`config.mk`:
```
export PLATFORM = sky130hd
export DESIGN_NAME = step_position_tracker
export DESIGN_NICKNAME = d
export VERILOG_FILES = /design/src/rtl/elevator_pkg.sv /design/src/rtl/coil_phase_filter.sv /design/src/rtl/step_position_tracker.sv
export SDC_FILE = /design/constraint.sdc
export NUM_CORES = 1
export LEC_CHECK = 0
export ABC_CLOCK_PERIOD_IN_PS = 5300
export CAP_MARGIN = 40
export CORE_MARGIN = 5
export CORE_UTILIZATION = 32
export CTS_CLUSTER_DIAMETER = 150
export DETAILED_ROUTE_END_ITERATION = 8
export SLEW_MARGIN = 20
export SYNTH_ARGS = -nofsm -noshare
export SYNTH_HDL_FRONTEND = slang
export SYNTH_HIERARCHICAL = 1
export SYNTH_SLANG_ARGS = --single-unit
```
`constraint.sdc`:
```
create_clock -name clk -period 5.3 [get_ports clk]
set_clock_uncertainty 0.15 [all_clocks]
set_input_delay 0.53 -clock clk [delete_from_list [all_inputs] [get_ports clk]]
set_output_delay 0.53 -clock clk [all_outputs]
set_load 0.02 [all_outputs]
```
`src/rtl/elevator_pkg.sv`:
```
// Shared types and constants for the elevator stepper position tracker.
// Holds the tracker state encoding and the one-hot coil patterns for each motor phase.
package elevator_pkg;

  typedef enum logic [1:0] {
    UNCAL = 2'd0,
    IDLE  = 2'd1,
    MOVE  = 2'd2,
    FAULT = 2'd3
  } tracker_state_t;

  localparam logic [3:0] PHASE0    = 4'b0001;
  localparam logic [3:0] PHASE1    = 4'b0010;
  localparam logic [3:0] PHASE2    = 4'b0100;
  localparam logic [3:0] PHASE3    = 4'b1000;
  localparam logic [3:0] COILS_OFF = 4'b0000;

endpackage

```
`src/rtl/coil_phase_filter.sv`:
```
// Brings the asynchronous coil pattern into the clk domain and only passes on
// patterns that hold steady for two synchronized cycles, with a one-cycle update strobe.
module coil_phase_filter
  import elevator_pkg::*;
(
  input  logic       clk,
  input  logic       reset,
  input  logic [3:0] coil,
  output logic [3:0] pattern,
  output logic       update
);

  logic [3:0] sync1, sync2, sync3;

  // sync3 is the previous synchronized sample, so sync2==sync3 means two stable cycles
  always_ff @(posedge clk or posedge reset) begin
    if (reset) begin
      sync1   <= COILS_OFF;
      sync2   <= COILS_OFF;
      sync3   <= COILS_OFF;
      pattern <= COILS_OFF;
      update  <= 1'b0;
    end else begin
      sync1  <= coil;
      sync2  <= sync1;
      sync3  <= sync2;
      update <= 1'b0;
      if (sync2 == sync3 && sync2 != pattern) begin
        pattern <= sync2;
        update  <= 1'b1;
      end
    end
  end

endmodule

```
`src/rtl/step_position_tracker.sv`:
```
// Tracks elevator car position by counting stepper motor phase transitions,
// with calibration, motion timeout and sticky fault detection.
module step_position_tracker
  import elevator_pkg::*;
#(
  parameter int STEPS_PER_FLOOR = 2048,
  parameter int NUM_FLOORS      = 8,
  parameter int TIMEOUT         = 460000
) (
  input  logic        clk,
  input  logic        reset,
  input  logic [3:0]  coil,
  input  logic        cal,
  output logic [3:0]  floor,
  output logic [15:0] step_in_floor,
  output logic        at_floor,
  output logic        moving,
  output logic        dir_up,
  output logic        step_pulse,
  output logic        fault
);

  localparam int          TW        = $clog2(TIMEOUT + 1);
  localparam logic [15:0] LAST_STEP = 16'(STEPS_PER_FLOOR - 1);
  localparam logic [3:0]  TOP_FLOOR = 4'(NUM_FLOORS - 1);
  localparam logic [TW-1:0] TIMER_END = TW'(TIMEOUT - 1);

  logic [3:0]     pattern;
  logic           update;
  tracker_state_t state, state_nx;
  logic [1:0]     phase_ref, phase_ref_nx, pattern_phase, delta;
  logic           pattern_valid, pattern_bad;
  logic           step_up, step_dn, skip, calibrated, limit, fault_cond, accept;
  logic [3:0]     floor_nx;
  logic [15:0]    step_nx;
  logic           dir_nx, pulse_nx;
  logic [TW-1:0]  timer, timer_nx;

  coil_phase_filter u_filter (
    .clk     (clk),
    .reset   (reset),
    .coil    (coil),
    .pattern (pattern),
    .update  (update)
  );

  always_comb begin
    pattern_valid = 1'b1;
    pattern_bad   = 1'b0;
    pattern_phase = 2'd0;
    case (pattern)
      PHASE0:    pattern_phase = 2'd0;
      PHASE1:    pattern_phase = 2'd1;
      PHASE2:    pattern_phase = 2'd2;
      PHASE3:    pattern_phase = 2'd3;
      COILS_OFF: pattern_valid = 1'b0;
      default: begin
        pattern_valid = 1'b0;
        pattern_bad   = 1'b1;
      end
    endcase
  end

  // Step legality: skips and limits only count once calibrated; garbage patterns always do
  always_comb begin
    delta      = pattern_phase - phase_ref;
    step_up    = update && pattern_valid && (delta == 2'd1);
    step_dn    = update && pattern_valid && (delta == 2'd3);
    skip       = update && pattern_valid && (delta == 2'd2);
    calibrated = (state == IDLE) || (state == MOVE);
    limit      = calibrated &&
                 ((step_up && floor == TOP_FLOOR && step_in_floor == 16'd0) ||
                  (step_dn && floor == 4'd0 && step_in_floor == 16'd0));
    fault_cond = (update && pattern_bad) || (calibrated && skip) || limit;
    accept     = calibrated && (step_up || step_dn) && !limit;
  end

  always_comb begin
    state_nx     = state;
    phase_ref_nx = (update && pattern_valid) ? pattern_phase : phase_ref;
    floor_nx     = floor;
    step_nx      = step_in_floor;
    dir_nx       = dir_up;
    pulse_nx     = 1'b0;
    timer_nx     = timer;
    if (cal) begin
      state_nx     = IDLE;
      floor_nx     = 4'd0;
      step_nx      = 16'd0;
      timer_nx     = '0;
      phase_ref_nx = pattern_valid ? pattern_phase : phase_ref;
    end else if (fault_cond) begin
      state_nx = FAULT;
    end else if (accept) begin
      state_nx = MOVE;
      timer_nx = '0;
      pulse_nx = 1'b1;
      dir_nx   = step_up;
      if (step_up) begin
        if (step_in_floor == LAST_STEP) begin
          step_nx  = 16'd0;
          floor_nx = floor + 4'd1;
        end else begin
          step_nx = step_in_floor + 16'd1;
        end
      end else if (step_in_floor == 16'd0) begin
        step_nx  = LAST_STEP;
        floor_nx = floor - 4'd1;
      end else begin
        step_nx = step_in_floor - 16'd1;
      end
    end else if (state == MOVE) begin
      if (timer == TIMER_END) begin
        state_nx = IDLE;
        timer_nx = '0;
      end else begin
        timer_nx = timer + TW'(1);
      end
    end
  end

  always_ff @(posedge clk or posedge reset) begin
    if (reset) begin
      state         <= UNCAL;
      phase_ref     <= 2'd0;
      floor         <= 4'd0;
      step_in_floor <= 16'd0;
      dir_up        <= 1'b0;
      step_pulse    <= 1'b0;
      timer         <= '0;
    end else begin
      state         <= state_nx;
      phase_ref     <= phase_ref_nx;
      floor         <= floor_nx;
      step_in_floor <= step_nx;
      dir_up        <= dir_nx;
      step_pulse    <= pulse_nx;
      timer         <= timer_nx;
    end
  end

  assign moving   = (state == MOVE);
  assign fault    = (state == FAULT);
  assign at_floor = (state == IDLE) && (step_in_floor == 16'd0);

endmodule

```
==> impl_metrics.csv, run 1 <==
group,metric,value,unit
status,outcome,"finished clean",
drt,vias,3532,
timing,finalHoldViolations,0,
clock_network,ctsResizeCount,0,
logic_synthesis,syn_avg_cell_area,8.73,um2
critical_path,crit_required,5.40,ns
final_layout,final_layout_size_suffix_gt1_share,9.36,%
critical_path,critPathLaunchType,"register",
global_route,grt_usage,14.0,%
clock_network,h-tree-depth,3,
logic_synthesis,synth_top_cell_by_area,"dfrtp_1",
clock_network,ctsLongestPathBuffers,2,
timing,period_share,70.8,%
critical_path,crit_fanout,15,
logic_synthesis,synth_area_leaders,"dfrtp_1, o21ai_1, a21oi_1",
timing,max_slew_margin,44.9,%
timing,setup_tns,0,ns
die,die_y,120,um
logic_synthesis,ys.flop_type,"dfrtp_1",
critical_path,crit_type,"reg2reg",
critical_path,r2r-end,"floor[3]",
timing,clock.fmax,267,MHz
clock_network,cts_setup_buffers,0,
global_route,grt_max_degree,25,
die,die_area,14400,um2
worst_hold_path,whs_path_depth,0,
logic_synthesis,synth_common_cells,"dfrtp_1, nor2_1, o21ai_1",
critical_path,reg2reg_from,"u_filter/pattern[3]",
pwr,peakVddDrop,0.300,mV
die,ios,32,
global_route,grt_pass1_wl,16600,um
placement,postPlaceCellArea,4330,um2
critical_path,endpoint_kind,"register",
drt,wl_per_cell,15.6,um
clock_network,ctsHoldBuffers,0,
critical_path,reg2reg_depth,12,
logic_synthesis,synth_cells,445,
logic_synthesis,yosys_warnings,6,
global_route,antenna_found_initial,0,
drt,drtPass1Iterations,5,
logic_synthesis,synth_edf_count,0,
drt,drc,0,
final_layout,area_delta_synth_final,19.7,%
timing,worst_pin_slew,0.816,ns
clock_network,cts_tree,"yes",
placement,routabilityCongestion,0.853,
pwr,total_power,2200,uW
pwr,powerDensity,474,nW/um2
critical_path,worstPathArrival,3.86,ns
flow_run,max_cap_violations,0,
logic_synthesis,ys_seq_area_share,39.9,%
logic_synthesis,syn_area,3880,um2
clock_network,clk_pin_slew,0.06,ns
final_layout,n_antenna_cell,0,
timing,setup_slack,1.55,ns
placement,post-place-ws,1.41,ns
clock_network,cts_root_buf,"clkbuf_16",
pwr,leakagePower,0.00188,uW
timing,finalSetupViolCount,0,
die,start_util,32.5,%
global_route,gr-total-overflow,0,
drt,first_iter_violations,278,
placement,hpwl,6670,um
die,core_area,12000,um2
timing,final_max_slew_viol_count,0,
clock_network,clock_sinks,62,
clock_network,clk_latency,0.34,ns
placement,numPortBuffers,31,
timing,fin_hold_ws,0.198,ns
critical_path,r2r_slack,1.55,ns
logic_synthesis,synth.most_common_cell,"dfrtp_1",
die,row_count,40,
die,die_w,120,um
clock_network,cts_inserted_buffers,9,
logic_synthesis,synth_nets,462,
drt,drt-total-wl,9650,um
logic_synthesis,synth_top_cell_area_share,39.9,%
timing,period_minus_slack,3.75,ns
logic_synthesis,synth_cell_types,60,
final_layout,design_area,4650,um2
final_layout,fin_nets,482,
logic_synthesis,async_flop_share,100,%
logic_synthesis,ys_seq_elements,62,
drt,drtAntennaViolNets,0,
global_route,grt_pass1_vias,3433,
worst_hold_path,hp-class,"reg2reg",
timing,rsz0062_at_grt,"false",
worst_hold_path,holdPathEnd,"u_filter/sync2[1]",
drt,viasPerCell,5.72,
worst_hold_path,hold_start,"u_filter/sync1[1]",
## report_power, final
| group | switching [uW] | internal, uW | leakage (uW) |
|---|---|---|---|
| logic | 456 | 383 | 0.000927 |
| registers | 202 | 554 | 0.000810 |
| clock network | 238 | 369 | 0.000143 |
| total | 896 | 1310 | 0.00188 |
## worst max-delay path by stage
| stage | start | to | slack [ns] |
|---|---|---|---|
| after global routing | u_filter/pattern[3] | floor[3] | 1.24 |
| after detailed placement | u_filter/pattern[3] | step_in_floor[7] | 1.41 |
| final | u_filter/pattern[3] | floor[3] | 1.55 |
| after CTS | u_filter/pattern[3] | step_in_floor[7] | 1.36 |
| after global placement | u_filter/pattern[1] | step_in_floor[7] | 1.50 |
| after floorplan | u_filter/pattern[3] | floor[3] | 1.87 |
## worst max-delay path: stages (launching register included)
cell and delay, ns:
dfrtp_1 0.66, xnor2_1 0.10, or3_1 0.32, ha_1 0.20, xor2_1 0.16, or3_4 0.38, nand2_1 0.12, nor3_2 0.08
inv_2 0.21, or3_1 0.48, nand2_1 0.27, or3_1 0.40, o22ai_1 0.13
## routing by layer
layer	share of wire, %	track usage, %	vias up	wire (um)
li1	-	-	1690	-
met1	47	18.6	1738	4580
met2	46	21.7	94	4440
met3	5.7	4.54	10	546
met4	0.85	4.51	0	82
met5	0	0	-	0
## cell type report
type                       count  area, um2
tap                          147        184
timing repair buffer          39        387
inverter                      17       63.8
clock inverter                 7       80.1
fill                        1177       7310
multi-input combinational    336       2160
sequential                    62       1550
clock buffer                   9        225
## cells by family after synthesis
| family | after synthesis | synth area share (%) |
|---|---|---|
| simple gates | 157 | 20.8 |
| flops | 62 | 39.9 |
| compound gates | 137 | 23.3 |
| buf+inv | 47 | 4.73 |
| mux | 11 | 3.03 |
| xor+xnor | 21 | 4.73 |
| fa+ha+maj | 10 | 3.41 |
## layout by cell type, fill, tap and decap left out, types with 12 or more instances in the layout
master           count
clkdlybuf4s50_1     31
dfrtp_1             62
and3_1              12
a21oi_1             30
nor2_1              39
nand2_1             28
o21ai_1             32
inv_1               13
xnor2_1             16
nand3_1             21
## sequential cells by signal (all words and copies together), names as in the netlist
name	flops
dir_up	1
u_filter/pattern	4
step_in_floor	16
step_pulse	1
u_filter/update	1
u_filter/sync1	4
state	2
timer	19
phase_ref	2
u_filter/sync3	4
floor	4
u_filter/sync2	4
## metrics by stage
step	instances	util, %
CTS	616	38.8
floorplan	445	-
detailed placement	600	36.2
global placement	599	36.1
finish	617	38.9
global route	617	38.9
Note: power is estimated with default switching activity, not from simulation.
==> run 2: changes to the inputs <==
Settings changed: ABC_CLOCK_PERIOD_IN_PS 5300 to 3900.
Clock period 5.3 ns to 3.9 ns, I/O delays scaled along.
==> impl_metrics.csv, run 2 (synthesis gave the netlist of run 1 again) <==
group,metric,value,unit
critical_path,endpoint_kind,"register",
global_route,antenna_found_initial,0,
die,start_util,32.5,%
clock_network,ctsLongestPathBuffers,2,
clock_network,ctsResizeCount,0,
flow_run,max_cap_violations,0,
critical_path,r2r-end,"floor[0]",
timing,max_slew_margin,45.7,%
clock_network,cts_inserted_buffers,9,
critical_path,crit_fanout,14,
global_route,grt_pass1_vias,3341,
critical_path,crit_chain,"xnor2_1 > or3_1 > ha_1 > xor2_1 > or3_4 > nand2_1 > nor3_2 > inv_2 > or3_1 > nand2_1 > or3_1 > o21ai_1",
timing,rsz0062_at_grt,"false",
critical_path,crit_type,"reg2reg",
final_layout,num-fill-cells,1190,
clock_network,cts_tree,"yes",
global_route,grt_max_degree,32,
final_layout,area_delta_synth_final,21.2,%
critical_path,slowest_stage,"or3_1",
timing,period_share,87.7,%
timing,period_minus_slack,3.42,ns
final_layout,final_common_cell,"dfrtp_1",
clock_network,clk_pin_slew,0.05,ns
die,die_area,14400,um2
timing,clock.fmax,292,MHz
drt,drc,0,
clock_network,h-tree-depth,3,
worst_hold_path,hold_start,"u_filter/sync1[1]",
placement,numPortBuffers,31,
global_route,grt_pass1_wl,16500,um
pwr,p_sw_share,39.1,%
clock_network,cts_root_buf,"clkbuf_16",
pwr,powerDensity,650,nW/um2
pwr,p_sw,1200,uW
drt,drtAntennaViolNets,0,
die,row_count,40,
drt,drt-total-wl,9820,um
pwr,internal_power,1860,uW
status,outcome,"finished clean",
placement,routabilityCongestion,0.865,
final_layout,n_antenna_cell,0,
critical_path,path_common_cell,"or3_1",
critical_path,critPathLaunchType,"register",
final_layout,fin_cells,624,
final_layout,largest_register_ffs,19,
critical_path,reg2reg_from,"u_filter/pattern[1]",
placement,hpwl,6880,um
die,core_area,12000,um2
final_layout,regMostFlops,"timer",
drt,viasPerCell,5.58,
drt,wl_per_cell,15.7,um
final_layout,final_layout_size_suffix_gt1_share,10.5,%
final_layout,reg.largest.list,"timer x19, step_in_floor x16",
pwr,clock_power_share,27.6,%
global_route,grt_usage,14.1,%
die,die_w,120,um
worst_hold_path,whs_path_depth,0,
clock_network,cts_setup_buffers,0,
final_layout,fin_nets,489,
placement,place_inst,608,
timing,finalHoldViolations,0,
pwr,seqPwrFrac,31.6,%
drt,vias,3483,
die,die_y,120,um
critical_path,r2r_slack,0.48,ns
final_layout,mostFrequentLayoutCells,"dfrtp_1, nor2_1, o21ai_1",
worst_hold_path,hp-class,"reg2reg",
clock_network,ctsHoldBuffers,0,
global_route,gr-total-overflow,0,
timing,setup_tns,0,ns
pwr,peakVddDrop,0.280,mV
pwr,comb_power_share,40.7,%
critical_path,reg2reg_depth,12,
die,ios,32,
clock_network,clock_sinks,62,
timing,finalSetupViolCount,0,
clock_network,clk_latency,0.34,ns
timing,final_max_slew_viol_count,0,
worst_hold_path,holdPathEnd,"u_filter/sync2[1]",
critical_path,worstPathArrival,3.53,ns
critical_path,slowest_delay,0.47,ns
final_layout,postLayoutCoreUtil,39.4,%
critical_path,crit_required,4.01,ns
drt,drtPass1Iterations,5,
pwr,leakagePower,0.00192,uW
drt,first_iter_violations,314,
timing,worst_pin_slew,0.812,ns
-- run 2: cell count changes in the layout (fill, tap and decap cells not counted) --
cell	change
clkinv_2	+2
bufinv_16	+1
buf_4	+8
clkinvlp_4	-1
buf_6	-1
clkbuf_1	+1
inv_6	-3
-- run 2: cell type report --
cell class	count	area [um2]	share of cell area [%]
clock buffer	10	229	4.86
clock inverter	6	86.3	1.83
inverter	17	63.8	1.36
multi-input combinational	336	2160	45.8
sequential	62	1550	33.0
tap	147	184	3.91
timing repair buffer	46	435	9.25
-- run 2: power groups by stage --
stage               logic, uW  registers, uW  clock network (uW)
finish                   1250            967                 845
global route             1370            996                 892
CTS                      1250            964                 867
detailed placement       1240            973                   0
global placement         1220            970                   0
floorplan                 820            978                   0
-- run 2: metrics by stage --
step                power [uW]  setup slack [ns]  hold slack [ns]  instance area [um2]
finish                    3060             0.481            0.197                 4710
global route              3250             0.263            0.214                 4710
CTS                       3080             0.487            0.200                 4710
detailed placement        2220             0.495            0.188                 4390
global placement          2190             0.590            0.184                 4370
floorplan                 1800             0.469            0.166                 3880
-- run 2: how the worst max path moves through the flow --
stage / cells after the start / to / slack, ns / start
floorplan: 16 / floor[3] / 0.47 / u_filter/pattern[3]
global placement: 12 / floor[0] / 0.59 / u_filter/pattern[1]
detailed placement: 12 / floor[0] / 0.50 / u_filter/pattern[1]
CTS: 12 / floor[0] / 0.49 / u_filter/pattern[1]
global route: 15 / floor[3] / 0.26 / u_filter/pattern[1]
finish: 12 / floor[0] / 0.48 / u_filter/pattern[1]
-- run 2: critical path: cells and delay by family (launching register included) --
family / cells / cell delay, ns
AO/OA/AOI/OAI: 1 / 0.13
buffers and inverters: 1 / 0.19
flip-flops: 1 / 0.39
AND/OR/NAND/NOR: 7 / 2.01
adder cells (fa/ha/maj): 1 / 0.20
XOR/XNOR: 2 / 0.29
-- run 2: metal layers --
layer	part of all wire, %	up-vias	GRT usage (%)	wire (um)
li1	-	1697	-	-
met1	46	1699	18.4	4520
met2	47	77	22.5	4660
met3	5.1	10	3.70	496
met4	1.4	0	5.08	139
met5	0	-	0	0
==> run 3: changes to the inputs <==
Settings changed: CORE_ASPECT_RATIO set to 1.4, DONT_BUFFER_PORTS set to 1.
==> impl_metrics.csv, run 3 (synthesis gave the netlist of run 1 again) <==
group,metric,value,unit
final_layout,final_common_cell,"dfrtp_1",
global_route,gr-total-overflow,0,
placement,numPortBuffers,0,
critical_path,worstPathArrival,3.56,ns
timing,final_max_slew_viol_count,0,
flow_run,max_cap_violations,0,
status,outcome,"finished clean",
critical_path,crit_required,4.02,ns
timing,rsz0062_at_grt,"false",
clock_network,clock_sinks,62,
clock_network,cts_root_buf,"clkbuf_16",
global_route,grt_usage,14.6,%
final_layout,area_delta_synth_final,14.9,%
clock_network,clk_pin_slew,0.06,ns
final_layout,fin_nets,464,
clock_network,cts_tree,"yes",
worst_hold_path,hold_start,"cal",
critical_path,endpoint_kind,"register",
timing,period_share,88.1,%
pwr,p_sw_share,41.1,%
pwr,leakagePower,0.00184,uW
die,die_area,14500,um2
die,start_util,32.7,%
clock_network,ctsResizeCount,0,
drt,drc,0,
critical_path,crit_fanout,9,
pwr,powerDensity,656,nW/um2
placement,routabilityCongestion,0.873,
timing,setup_slack,0.464,ns
drt,drt-total-wl,10000,um
pwr,internal_power,1720,uW
placement,post-place-ws,0.459,ns
global_route,grt_pass1_vias,3479,
die,core_area,11900,um2
critical_path,crit_type,"reg2reg",
global_route,grt_max_degree,27,
pwr,seqPwrFrac,36.7,%
timing,worst_pin_slew,0.675,ns
die,row_count,47,
die,die_w,103,um
drt,drtPass1Iterations,5,
drt,wl_per_cell,16.8,um
timing,max_slew_margin,54.6,%
pwr,p_sw,1210,uW
timing,finalHoldViolations,0,
timing,finalSetupViolCount,0,
final_layout,regMostFlops,"timer",
drt,viasPerCell,5.75,
global_route,grt_pass1_wl,17000,um
final_layout,fin_cells,599,
drt,vias,3446,
global_route,antenna_found_initial,0,
timing,period_minus_slack,3.44,ns
clock_network,h-tree-depth,3,
final_layout,postLayoutCoreUtil,37.6,%
critical_path,critPathLaunchType,"register",
final_layout,final_layout_size_suffix_gt1_share,11.3,%
critical_path,crit_start,"u_filter/pattern[1]",
drt,first_iter_violations,233,
final_layout,mostFrequentLayoutCells,"dfrtp_1, nor2_1, o21ai_1",
timing,setup_tns,0,ns
final_layout,reg.largest.list,"timer x19, step_in_floor x16",
timing,fin_hold_ws,0.0233,ns
final_layout,n_antenna_cell,0,
worst_hold_path,hp-class,"in2reg",
timing,clock.fmax,291,MHz
pwr,comb_power_share,33.3,%
pwr,clock_power_share,29.9,%
die,die_y,140,um
placement,place_inst,577,
clock_network,ctsLongestPathBuffers,2,
critical_path,reg2reg_from,"u_filter/pattern[1]",
pwr,peakVddDrop,0.259,mV
final_layout,largest_register_ffs,19,
clock_network,clk_latency,0.34,ns
clock_network,cts_inserted_buffers,9,
placement,hpwl,6890,um
critical_path,r2r_slack,0.46,ns
drt,drtAntennaViolNets,0,
die,ios,32,
==> run 3: cell types whose count changed in the layout (fill, tap and decap cells not counted), sizes merged <==
cell           delta
inv               +1
clkbuf            -1
dlygate4sd3       +6
clkinv            -1
clkinvlp          +1
clkdlybuf4s50    -31
==> run 3: per-stage QoR <==
stage / cell area (um2) / power [uW]
final: 4470 / 2930
after global routing: 4470 / 3130
after floorplan: 3880 / 1800
after global placement: 4060 / 2020
after detailed placement: 4080 / 2050
after CTS: 4470 / 2950
==> run 3: layout make-up <==
class / instances / area, um2
Sequential cell: 62 / 1550
Clock buffer: 9 / 225
Timing Repair Buffer: 21 / 185
Fill cell: 1189 / 7410
Inverter: 17 / 63.8
Tap cell: 147 / 184
Multi-Input combinational cell: 336 / 2160
Clock inverter: 7 / 97.6
==> run 3: final timing paths <==
path                                     end  depth (start not counted)
setup reg to reg                    timer[3]                         11
min in group asynchronous          timer[15]                          2
max in group asynchronous   step_in_floor[0]                          3
setup / recovery                    timer[3]                         11
hold reg to reg            u_filter/sync2[1]                          0
hold / removal                      floor[2]                          1
==> run 3: what timing repair did <==
item / CTS / global route
hold buffers: 6 / 0
hold endpoints to repair: 43 / 0
setup buffers: 0 / 0
==> run 3: critical path, stage by stage, from the launching register on <==
cell and delay, ns:
dfrtp_1 0.38, xnor2_1 0.12, or3_1 0.31, ha_1 0.19, xor2_1 0.16, or3_4 0.37, a2111oi_4 0.41, o211ai_1 0.23
buf_4 0.24, a21o_1 0.23, or4_1 0.50, nand3_1 0.09
==> run 3: layer usage <==
metal  track usage [%]  wire length (um)  up-vias
met3              4.03               585       18
met5                 0                 0        -
met4              5.12               211        0
met2              24.1              4960       96
met1              18.1              4290     1685
li1                  -                 -     1647
==> run 3: power groups by stage <==
stage / Combinational, uW / Sequential (uW) / Clock (uW)
3_5_place_dp: 968 / 1090 / 0
5_1_grt: 1100 / 1100 / 925
2_1_floorplan: 820 / 978 / 0
4_1_cts: 978 / 1080 / 893
3_3_place_gp: 938 / 1080 / 0
6_report: 977 / 1080 / 878
